## config.mk

```make
export PLATFORM = sky130hd
export DESIGN_NAME = crash_detect
export DESIGN_NICKNAME = d
export VERILOG_FILES = /design/src/rtl/crash_detect_pkg.sv /design/src/rtl/crash_detect_vsync_edge.sv /design/src/rtl/crash_detect.sv
export SDC_FILE = /design/constraint.sdc
export NUM_CORES = 1
export LEC_CHECK = 0
export ABC_AREA = 1
export CORE_AREA = 3 3 70 72
export CTS_BUF_LIST = sky130_fd_sc_hd__clkbuf_8
export CTS_CLUSTER_DIAMETER = 200
export DETAILED_ROUTE_END_ITERATION = 12
export DIE_AREA = 0 0 73 75
export HOLD_SLACK_MARGIN = 0.02
export MAX_ROUTING_LAYER = met4
export PLACE_DENSITY = 0.64
export REMOVE_ABC_BUFFERS = 1
export SLEW_MARGIN = 20
export SYNTH_ARGS = -nofsm -noshare
export SYNTH_HDL_FRONTEND = slang
export SYNTH_SLANG_ARGS = --single-unit
```

## constraint.sdc

```tcl
create_clock -name clk_vga -period 5.2 [get_ports clk_vga]
set_clock_uncertainty 0.2 [all_clocks]
set_input_delay 1.56 -clock clk_vga [delete_from_list [all_inputs] [get_ports clk_vga]]
set_output_delay 1.56 -clock clk_vga [all_outputs]
set_load 0.02 [all_outputs]
```

## src/rtl/crash_detect_pkg.sv

```systemverilog
// crash_detect_pkg
//   Shared definitions for the collision detector: FSM state type and codes,
//   default life/score geometry and a small state-decode helper.
//   Imported by crash_detect and available to the sprite layers.
package crash_detect_pkg;

    localparam int unsigned CRASH_STATE_WIDTH = 2;
    localparam int unsigned CRASH_LIFE_INIT   = 3;
    localparam int unsigned CRASH_LIFE_WIDTH  = 3;
    localparam int unsigned CRASH_SCORE_WIDTH = 16;

    typedef enum logic [CRASH_STATE_WIDTH-1:0] {
        StIdle   = 2'd0,
        StPlay   = 2'd1,
        StInvinc = 2'd2,
        StOver   = 2'd3
    } crash_state_e;

    // States in which collisions are live.
    function automatic logic crash_active(input crash_state_e s);
        return (s == StPlay) || (s == StInvinc);
    endfunction

endpackage

```

## src/rtl/crash_detect_vsync_edge.sv

```systemverilog
// crash_detect_vsync_edge
//   Registers the active-low vertical sync and emits a one-clock frame-end
//   pulse on its 1->0 transition. Reused by the sprite layers.
// Ports
//   clk_vga   in   pixel clock
//   rst_n     in   asynchronous active-low reset
//   v_sync_i  in   vertical sync, active low
//   fe_o      out  frame-end pulse (combinational from registered previous value)
module crash_detect_vsync_edge (
    input  logic clk_vga,
    input  logic rst_n,
    input  logic v_sync_i,
    output logic fe_o
);

    logic v_sync_q;

    // Reset to the idle (high) level so no edge is seen before a real sync.
    always_ff @(posedge clk_vga or negedge rst_n) begin
        if (!rst_n) begin
            v_sync_q <= 1'b1;
        end else begin
            v_sync_q <= v_sync_i;
        end
    end

    assign fe_o = v_sync_q & ~v_sync_i;

endmodule

```

## src/rtl/crash_detect.sv

```systemverilog
// crash_detect
//   Per-pixel collision detector plus score / life / game-over bookkeeping.
//   Compares enemy, bullet and player alpha flags each pixel and issues
//   registered crash pulses one clock later.
//   Optional feature macro: CRASH_INVINCIBLE_EN builds the INVINC state and
//   frame counter (player collisions masked for INVINC_FRAMES frames after a
//   life loss). Without it a life loss stays in PLAY.
// Ports
//   clk_vga               in   pixel clock
//   rst_n                 in   asynchronous active-low reset
//   en_i                  in   game running (level)
//   v_sync_i              in   vertical sync, active low
//   me_alpha_i            in   player layer opaque
//   bullet_alpha_i        in   bullet layer opaque
//   enemy_alpha_i         in   enemy layer opaque
//   crash_enemy_bullet_o  out  enemy & bullet coincidence, 1 clk latency
//   crash_me_enemy_o      out  enemy & player coincidence, 1 clk latency
//   score_o               out  current score (saturating)
//   life_o                out  remaining lives
//   game_over_o           out  high while in OVER
module crash_detect
    import crash_detect_pkg::*;
#(
    parameter int unsigned LIFE_INIT     = CRASH_LIFE_INIT,
    parameter int unsigned LIFE_WIDTH    = CRASH_LIFE_WIDTH,
    parameter int unsigned SCORE_WIDTH   = CRASH_SCORE_WIDTH,
    parameter int unsigned HIT_SCORE     = 1,
    parameter int unsigned INVINC_FRAMES = 120
) (
    input  logic                   clk_vga,
    input  logic                   rst_n,
    input  logic                   en_i,
    input  logic                   v_sync_i,
    input  logic                   me_alpha_i,
    input  logic                   bullet_alpha_i,
    input  logic                   enemy_alpha_i,
    output logic                   crash_enemy_bullet_o,
    output logic                   crash_me_enemy_o,
    output logic [SCORE_WIDTH-1:0] score_o,
    output logic [LIFE_WIDTH-1:0]  life_o,
    output logic                   game_over_o
);

    localparam logic [LIFE_WIDTH-1:0]  LifeInit = LIFE_WIDTH'(LIFE_INIT);
    localparam logic [LIFE_WIDTH-1:0]  LifeOne  = LIFE_WIDTH'(1);
    localparam logic [SCORE_WIDTH-1:0] HitScore = SCORE_WIDTH'(HIT_SCORE);

    if (INVINC_FRAMES == 0) begin : g_bad_invinc_frames
        $error("INVINC_FRAMES must be nonzero");
    end

`ifdef CRASH_INVINCIBLE_EN
    localparam int unsigned CntW = (INVINC_FRAMES > 1) ? $clog2(INVINC_FRAMES) : 1;
    localparam logic [CntW-1:0] InvincLast = CntW'(INVINC_FRAMES - 1);
    logic [CntW-1:0] invinc_cnt_q;
`endif

    crash_state_e           state_q;
    logic                   crash_eb_q;
    logic                   crash_me_q;
    logic                   eb_hit_q;
    logic                   me_hit_q;
    logic [SCORE_WIDTH-1:0] score_q;
    logic [LIFE_WIDTH-1:0]  life_q;
    logic                   game_over_q;

    logic fe;
    logic eb_now;
    logic me_now;

    assign eb_now = enemy_alpha_i & bullet_alpha_i;
    assign me_now = enemy_alpha_i & me_alpha_i;

    crash_detect_vsync_edge u_vsync_edge (
        .clk_vga  (clk_vga),
        .rst_n    (rst_n),
        .v_sync_i (v_sync_i),
        .fe_o     (fe)
    );

    function automatic logic [SCORE_WIDTH-1:0] sat_add(input logic [SCORE_WIDTH-1:0] a);
        logic [SCORE_WIDTH:0] sum;
        sum = {1'b0, a} + {1'b0, HitScore};
        return sum[SCORE_WIDTH] ? '1 : sum[SCORE_WIDTH-1:0];
    endfunction

    always_ff @(posedge clk_vga or negedge rst_n) begin
        if (!rst_n) begin
            state_q     <= StIdle;
            crash_eb_q  <= 1'b0;
            crash_me_q  <= 1'b0;
            eb_hit_q    <= 1'b0;
            me_hit_q    <= 1'b0;
            score_q     <= '0;
            life_q      <= LifeInit;
            game_over_q <= 1'b0;
`ifdef CRASH_INVINCIBLE_EN
            invinc_cnt_q <= '0;
`endif
        end else begin
            // Player collisions are masked in INVINC; OVER/IDLE mask both.
            crash_eb_q  <= eb_now & crash_active(state_q);
            crash_me_q  <= me_now & (state_q == StPlay);
            game_over_q <= 1'b0;

            if (!en_i) begin
                // Score and life are held for display.
                state_q  <= StIdle;
                eb_hit_q <= 1'b0;
                me_hit_q <= 1'b0;
            end else begin
                unique case (state_q)
                    StIdle: begin
                        state_q  <= StPlay;
                        score_q  <= '0;
                        life_q   <= LifeInit;
                        eb_hit_q <= 1'b0;
                        me_hit_q <= 1'b0;
                    end

                    StPlay: begin
                        // A hit on the fe cycle seeds the next frame's flags.
                        eb_hit_q <= fe ? eb_now : (eb_hit_q | eb_now);
                        me_hit_q <= fe ? me_now : (me_hit_q | me_now);
                        if (fe) begin
                            if (eb_hit_q) begin
                                score_q <= sat_add(score_q);
                            end
                            if (me_hit_q && (life_q != '0)) begin
                                life_q <= life_q - LifeOne;
                                if (life_q == LifeOne) begin
                                    state_q     <= StOver;
                                    game_over_q <= 1'b1;
                                end
`ifdef CRASH_INVINCIBLE_EN
                                else begin
                                    state_q      <= StInvinc;
                                    invinc_cnt_q <= '0;
                                end
`endif
                            end
                        end
                    end

`ifdef CRASH_INVINCIBLE_EN
                    StInvinc: begin
                        eb_hit_q <= fe ? eb_now : (eb_hit_q | eb_now);
                        me_hit_q <= 1'b0;
                        if (fe) begin
                            if (eb_hit_q) begin
                                score_q <= sat_add(score_q);
                            end
                            if (invinc_cnt_q == InvincLast) begin
                                state_q      <= StPlay;
                                invinc_cnt_q <= '0;
                            end else begin
                                invinc_cnt_q <= invinc_cnt_q + CntW'(1);
                            end
                        end
                    end
`endif

                    StOver: begin
                        eb_hit_q    <= 1'b0;
                        me_hit_q    <= 1'b0;
                        game_over_q <= 1'b1;
                    end

                    default: begin
                        state_q <= StIdle;
                    end
                endcase
            end
        end
    end

    assign crash_enemy_bullet_o = crash_eb_q;
    assign crash_me_enemy_o     = crash_me_q;
    assign score_o              = score_q;
    assign life_o               = life_q;
    assign game_over_o          = game_over_q;

endmodule

```

==> results.md, run 1 <==
| Result | This run |
| --- | --- |
| Cell with the most instances after synthesis | sky130_fd_sc_hd__nand2_1 |
| Number of buffers added on ports | 28 |
| Largest stage delay on the critical path | 0.60 ns |
| Min Tclk post-route | 3.21 ns |
| Clock tree from TritonCTS | done |
| Area of all sequential standard cells | 679 µm² |
| Ports placed on the boundary | 29 |
| Netlist area before placement | 1670 µm² |
| Final core area utilization | 0.470 |
| Final worst slack | 1.99 ns |
| Count of routing violations after the opening detailed-route iteration | 90 |
| Filler Cells Inserted | 450 |
| Number of cells on the worst reg-to-reg path | 6 |
| Number of setup violations in the final report | 0 |
| Top area cells in the synthesized netlist | sky130_fd_sc_hd__dfrtp_1, sky130_fd_sc_hd__nand2_1, sky130_fd_sc_hd__inv_1 |
| Total number of H-tree levels | 1 |
| Cell family with the largest share of critical-path delay | buffers and inverters |
| Cell count after placement | 301 |
| Top flip-flop cell by instance count after synthesis | sky130_fd_sc_hd__dfrtp_1 |
| Required time of the critical path | 3.44 ns |
| Post-synth top area cell | sky130_fd_sc_hd__dfrtp_1 |
| Footprint of the multi-input gates | 848 µm² |
| Maximum fanout encountered on the critical timing path | 3 |
| Post-synthesis register bit count | 27 |
| Final period utilization | 0.617 |
| Worst slew margin relative to its limit | 0.581 |
| Setup slack at placement | 1.85 ns |
| Post-DR wirelength/cell | 11.8 µm |
| Number of rows created at floorplan | 24 |
| Net count reported at finish | 268 |
| Final-layout worst hold slack | 0.334 ns |
| Critical path, cell by cell | clkdlybuf4s50_1 |
| Wire length of the first global-routing pass | 6.40 mm |
| Static Leak | 0.00102 µW |
| Worst path buffer plus inverter count | 1 |
| Antenna diode count | 0 |
| Path class of the lowest-slack min-delay path | reg -> reg |
| Async set-reset flop share out of synthesis | 1.00 |
| Max-cap check violation count | 0 |
| Routed wire length | 3.61 mm |
| Area of the core | 4350 µm² |
| Full die area | 5480 µm² |
| Unrepaired setup endpoints after global routing | no |
| Crit path arrival time | 1.45 ns |
| Vias in the first global route | 1384 |
| Cell at the slowest stage of the critical path | sky130_fd_sc_hd__clkdlybuf4s50_1 |
| Synth Instances | 223 |
| Horizontal die dimension | 73 µm |
| Top-area cell type share of the netlist area | 0.359 |
| Termination of the worst setup path | life_o[0] |
| Placed wire-length estimate after detailed placement | 2.69 mm |
| WS Path Type | reg -> out |
| Number of enable-type register cells in the synthesized netlist | 0 |
| Post-synthesis cell type count | 28 |
| Final hold violation count | 0 |
| Setup TNS Final | 0 ns |
| Maximum number of buffers from clock root to sink | 2 |
| Count of synthesis-stage warnings from yosys | 0 |
| Die height | 75 µm |
| Initial core utilization | 0.384 |
| Latest clock arrival within the worst-skew pair | 0.28 ns |
| Critical Path Source Type | flop |
| Launching point of the worst reg2reg path | state_q[1] |
| Most numerous cell types in the synthesized netlist | sky130_fd_sc_hd__nand2_1, sky130_fd_sc_hd__inv_1, sky130_fd_sc_hd__dfrtp_1 |
| Worst-margin pin slew | 0.627 ns |
| Reg-to-reg endpoint | score_o[0] |
| DRC violation count after routing | 0 |
| DRT Pass-1 Iters | 4 |
| Number of buffers added by the clock tree synthesis step | 3 |
| Worst path depth | 1 |
| Post-Synthesis Mean Instance Area | 7.50 µm² |
| Cells resized by post-CTS repair | 0 |
| Sinks on Clock Net | 27 |
| Max-slew violation count | 0 |
| Pin count of the biggest net entering global routing | 28 |
| Quantity of hold-fixing buffers added after cts | 0 |
| Run status | finished clean |
| Maximum ir drop on the vdd rail | 0.185 mV |
| Number of vias after detailed routing | 1472 |
| Total global-route track usage | 0.154 |
| Number of antenna violations at the first check in global routing | 0 |
| Final standard cell count with taps included and fillers excluded | 305 |
| Number of buffers inserted to repair setup after CTS | 0 |
| Clock-pin transition on the worst setup and hold timing paths | 0.10 ns |
| Number of vias per cell | 4.83 |
| Launch point of the critical path | life_o[0] |
| Crit end category | output pin |
| Share of cells above drive strength 1 | 0.0949 |
| Maximum achievable frequency | 0.312 GHz |
| Total overflow reported by the global router | 0 |
| Portion of the post-synthesis area used by sequential elements | 0.406 |
| PwrDens | 269 nW/µm² |
| Final RePlAce weighted congestion | 0.776 |
| Worst R2R Setup Slack | 3.18 ns |
| Layout-stage area growth over the synthesis result | 22.4% |
| Clk Tree Root Cell | sky130_fd_sc_hd__clkbuf_8 |
| Remaining number of nets flagged by the antenna check after routing | 0 |
==> cell type report <==
type | instances | area share
clock buffers | 3 | 0.0202
clock inverters | 1 | 0.00367
multi-input cells | 162 | 0.415
inverters | 31 | 0.0569
well taps | 52 | 0.0318
flip-flops and latches | 27 | 0.332
repair buffers | 29 | 0.141
==> power breakdown <==
part | switching [µW] | leakage, µW | internal [µW]
sequential | 12.7 | 0.000364 | 234
combinational | 114 | 0.000635 | 62.4
clock | 72.3 | 0.0000217 | 54.6
total | 199 | 0.00102 | 351
==> sequential cells by signal (all words and copies together), names as in the netlist <==
register / cells
eb_hit_q: 1
crash_enemy_bullet_o: 1
u_vsync_edge.v_sync_q: 1
crash_me_enemy_o: 1
game_over_o: 1
score_o: 16
me_hit_q: 1
state_q: 2
life_o: 3
==> how the worst min path moves through the flow <==
stage	from	end	slack, ns	depth (start not counted)
after floorplan	me_hit_q	me_hit_q	0.28	2
after global placement	me_hit_q	me_hit_q	0.30	2
after detailed placement	me_hit_q	me_hit_q	0.31	2
after CTS	me_hit_q	me_hit_q	0.33	2
after global routing	score_o[15]	score_o[15]	0.38	2
final	me_hit_q	me_hit_q	0.33	2
==> cells by family (layout without fill, tap and decap cells) <==
group | Yosys count | in the layout | share of synthesized area
AOI/OAI and AO/OA | 25 | 25 | 0.0816
xor gates and xnor gates | 8 | 8 | 0.0419
adders and majority gates | 7 | 7 | 0.0524
buffers and inverters | 34 | 64 | 0.0861
DFF | 27 | 27 | 0.406
and+or+nand+nor | 122 | 122 | 0.332
==> placed cells by master, fill, tap and decap left out, types with 4 or more instances in the layout <==
cell type                         synthesis  final
sky130_fd_sc_hd__clkdlybuf4s50_1          0     28
sky130_fd_sc_hd__dfrtp_1                 24     24
sky130_fd_sc_hd__ha_1                     7      7
sky130_fd_sc_hd__inv_1                   28     28
sky130_fd_sc_hd__nand2_1                 72     72
sky130_fd_sc_hd__nand3_1                 14     14
sky130_fd_sc_hd__nand3_2                  4      4
sky130_fd_sc_hd__nor2_1                  20     20
sky130_fd_sc_hd__o21ai_0                 17     17
sky130_fd_sc_hd__xor2_1                   7      7
==> layer usage <==
metal  global-route usage  vias up  part of all wire
li1                     -      765                 -
met3               0.0320        5             0.041
met5                    -        -                 0
met2                0.255       32              0.47
met4               0.0512        0             0.013
met1                0.188      670              0.48
==> through the flow <==
step / cell area, µm² / total power (µW)
3_5_place_dp: 2000 / 429
4_1_cts: 2050 / 558
6_report: 2050 / 550
2_1_floorplan: 1640 / 364
5_1_grt: 2050 / 598
3_3_place_gp: 2000 / 427
No activity file was read; power rests on OpenSTA's default activity.
==> run 2, diff against run 1 <==
==> constraint.sdc (replaced) <==
create_clock -name clk_vga -period 3.1 [get_ports clk_vga]
set_clock_uncertainty 0.2 [all_clocks]
set_input_delay 0.93 -clock clk_vga [delete_from_list [all_inputs] [get_ports clk_vga]]
set_output_delay 0.93 -clock clk_vga [all_outputs]
set_load 0.02 [all_outputs]
==> results.md, run 2 (synthesized netlist as in run 1, its figures left out) <==
| Result | This run | Change |
| --- | --- | --- |
| Routed wire length | 3.58 mm | -0.67% |
| Clock-pin transition on the worst setup and hold timing paths | 0.09 ns | about the same |
| Total number of H-tree levels | 1 | unchanged |
| Critical Path Source Type | flop |  |
| Area of the core | 4350 µm² | unchanged |
| Reg-to-reg endpoint | score_o[11] |  |
| Clk Tree Root Cell | sky130_fd_sc_hd__clkbuf_8 |  |
| Final-layout worst hold slack | 0.323 ns | -0.0115 ns |
| Number of antenna violations at the first check in global routing | 0 | unchanged |
| Run status | finished clean |  |
| Clock tree from TritonCTS | done |  |
| Unrepaired setup endpoints after global routing | no |  |
| Final period utilization | 0.828 |  |
| Path class of the lowest-slack min-delay path | reg -> reg |  |
| Final hold violation count | 0 | unchanged |
| Post-DR wirelength/cell | 11.7 µm | -1.3% |
| Crit end category | output pin |  |
| Die height | 75 µm | unchanged |
| Most frequent standard cell in the layout excluding fill and tap cells | sky130_fd_sc_hd__nand2_1 |  |
| Quantity of hold-fixing buffers added after cts | 0 | unchanged |
| Hold Crit Start | me_hit_q |  |
| Number of flip-flops in the largest register | 16 | unchanged |
| Launching point of the worst reg2reg path | state_q[1] |  |
| Sinks on Clock Net | 27 | unchanged |
| Max-cap check violation count | 0 | unchanged |
| Number of vias per cell | 4.77 | -1.3% |
| DRC violation count after routing | 0 | unchanged |
| Setup slack at placement | 0.463 ns | -1.38 ns |
| Number of rows created at floorplan | 24 | unchanged |
| Number of buffers added by the clock tree synthesis step | 3 | unchanged |
| Maximum number of buffers from clock root to sink | 2 | unchanged |
| DRT Pass-1 Iters | 4 | unchanged |
| Most frequent cells in the layout | sky130_fd_sc_hd__nand2_1, sky130_fd_sc_hd__inv_1, sky130_fd_sc_hd__clkdlybuf4s50_1 |  |
| Count of cells along the worst hold path | 2 | unchanged |
| Static Leak | 0.00103 µW | +1.3% |
| Placed wire-length estimate after detailed placement | 2.74 mm | +1.8% |
| Pin count of the biggest net entering global routing | 28 | unchanged |
| Horizontal die dimension | 73 µm | unchanged |
| Largest stage delay on the critical path | 0.60 ns | about the same |
| Final RePlAce weighted congestion | 0.787 | +1.4% |
| Max-slew violation count | 0 | unchanged |
| Maximum fanout encountered on the critical timing path | 3 | unchanged |
| Cell at the slowest stage of the critical path | sky130_fd_sc_hd__clkdlybuf4s50_1 |  |
| Number of buffers inserted to repair setup after CTS | 0 | unchanged |
| Final worst slack | 0.533 ns | -1.46 ns |
| Maximum achievable frequency | 0.390 GHz |  |
| Full die area | 5480 µm² | unchanged |
| Total overflow reported by the global router | 0 | unchanged |
| Total global-route track usage | 0.158 | +0.00366 |
| Layout-stage area growth over the synthesis result | 23.1% |  |
| Antenna diode count | 0 | unchanged |
| Number of vias after detailed routing | 1463 | -0.61% |
| Worst path buffer plus inverter count | 1 | unchanged |
| Wire length of the first global-routing pass | 6.62 mm | +3.5% |
| Count of routing violations after the opening detailed-route iteration | 66 | -27% |
| Final standard cell count with taps included and fillers excluded | 307 | +0.66% |
| Net count reported at finish | 270 | +0.75% |
| WS Path Type | reg -> out |  |
| Share of cells above drive strength 1 | 0.102 | +0.00710 |
| PwrDens | 447 nW/µm² | +66% |
| Latest clock arrival within the worst-skew pair | 0.28 ns | about the same |
| Cell family with the largest share of critical-path delay | buffers and inverters |  |
| Vias in the first global route | 1448 | +4.6% |
| Cell count after placement | 303 | +0.66% |
| Worst R2R Setup Slack | 1.21 ns | -1.97 ns |
| Initial core utilization | 0.384 | unchanged |
| Crit path arrival time | 1.44 ns | about the same |
| Number of setup violations in the final report | 0 | unchanged |
| Worst-margin pin slew | 0.361 ns | -0.265 ns |
| Number of cells on the worst reg-to-reg path | 8 | +2 |
| Maximum ir drop on the vdd rail | 0.330 mV | +78% |
| Cells resized by post-CTS repair | 0 | unchanged |
| Critical path, cell by cell | clkdlybuf4s50_1 |  |
| Remaining number of nets flagged by the antenna check after routing | 0 | unchanged |
| Setup TNS Final | 0 ns | unchanged |
| Number of buffers added on ports | 28 | unchanged |
| Ports placed on the boundary | 29 | unchanged |
| Min Tclk post-route | 2.57 ns |  |
| Worst slew margin relative to its limit | 0.759 | +0.178 |
| Required time of the critical path | 1.97 ns | -1.47 ns |
| Worst-case hold path end point | me_hit_q |  |
run 2: changes by cell type in the layout (fill, tap and decap cells not counted), sizes merged:
cell | before | now
buf | 1 | 3
clkinvlp | 1 | 0
clkinv | 0 | 1
run 2: stage by stage:
| stage | instance area (µm²) | power [µW] | utilization |
|---|---|---|---|
| 2_1_floorplan | 1640 | 611 | - |
| 3_3_place_gp | 2010 | 724 | 0.462 |
| 3_5_place_dp | 2010 | 728 | 0.462 |
| 4_1_cts | 2060 | 935 | 0.473 |
| 5_1_grt | 2060 | 1000 | 0.473 |
| 6_report | 2060 | 920 | 0.473 |
run 2: routing by layer:
metal  up-vias  wire (µm)  track usage
met1       667       1720        0.208
met5         -          0            -
li1        761          -            -
met4         0         46       0.0492
met2        30       1690        0.253
met3         5        125       0.0214
run 2: worst max-delay path by stage:
stage	startpoint	end	slack, ns	cells after the start
floorplan	v_sync_i	score_o[12]	1.12	6
global route	life_o[0]	life_o[0]	0.49	1
CTS	life_o[0]	life_o[0]	0.53	1
finish	life_o[0]	life_o[0]	0.53	1
global placement	en_i	score_o[12]	0.54	6
detailed placement	en_i	score_o[11]	0.46	7
run 2: area by class of cell:
class                           count  area [µm²]
Multi-Input combinational cell    162         848
Inverter                           31         116
Timing Repair Buffer               31         303
Clock buffer                        3        41.3
Tap cell                           52        65.1
Fill cell                         452        2300
Clock inverter                      1        5.00
Sequential cell                    27         679
run 2: power breakdown:
group          total (µW)  internal (µW)  switching, µW
clock                 205           90.3            115
sequential            413            392           20.4
combinational         302            112            190
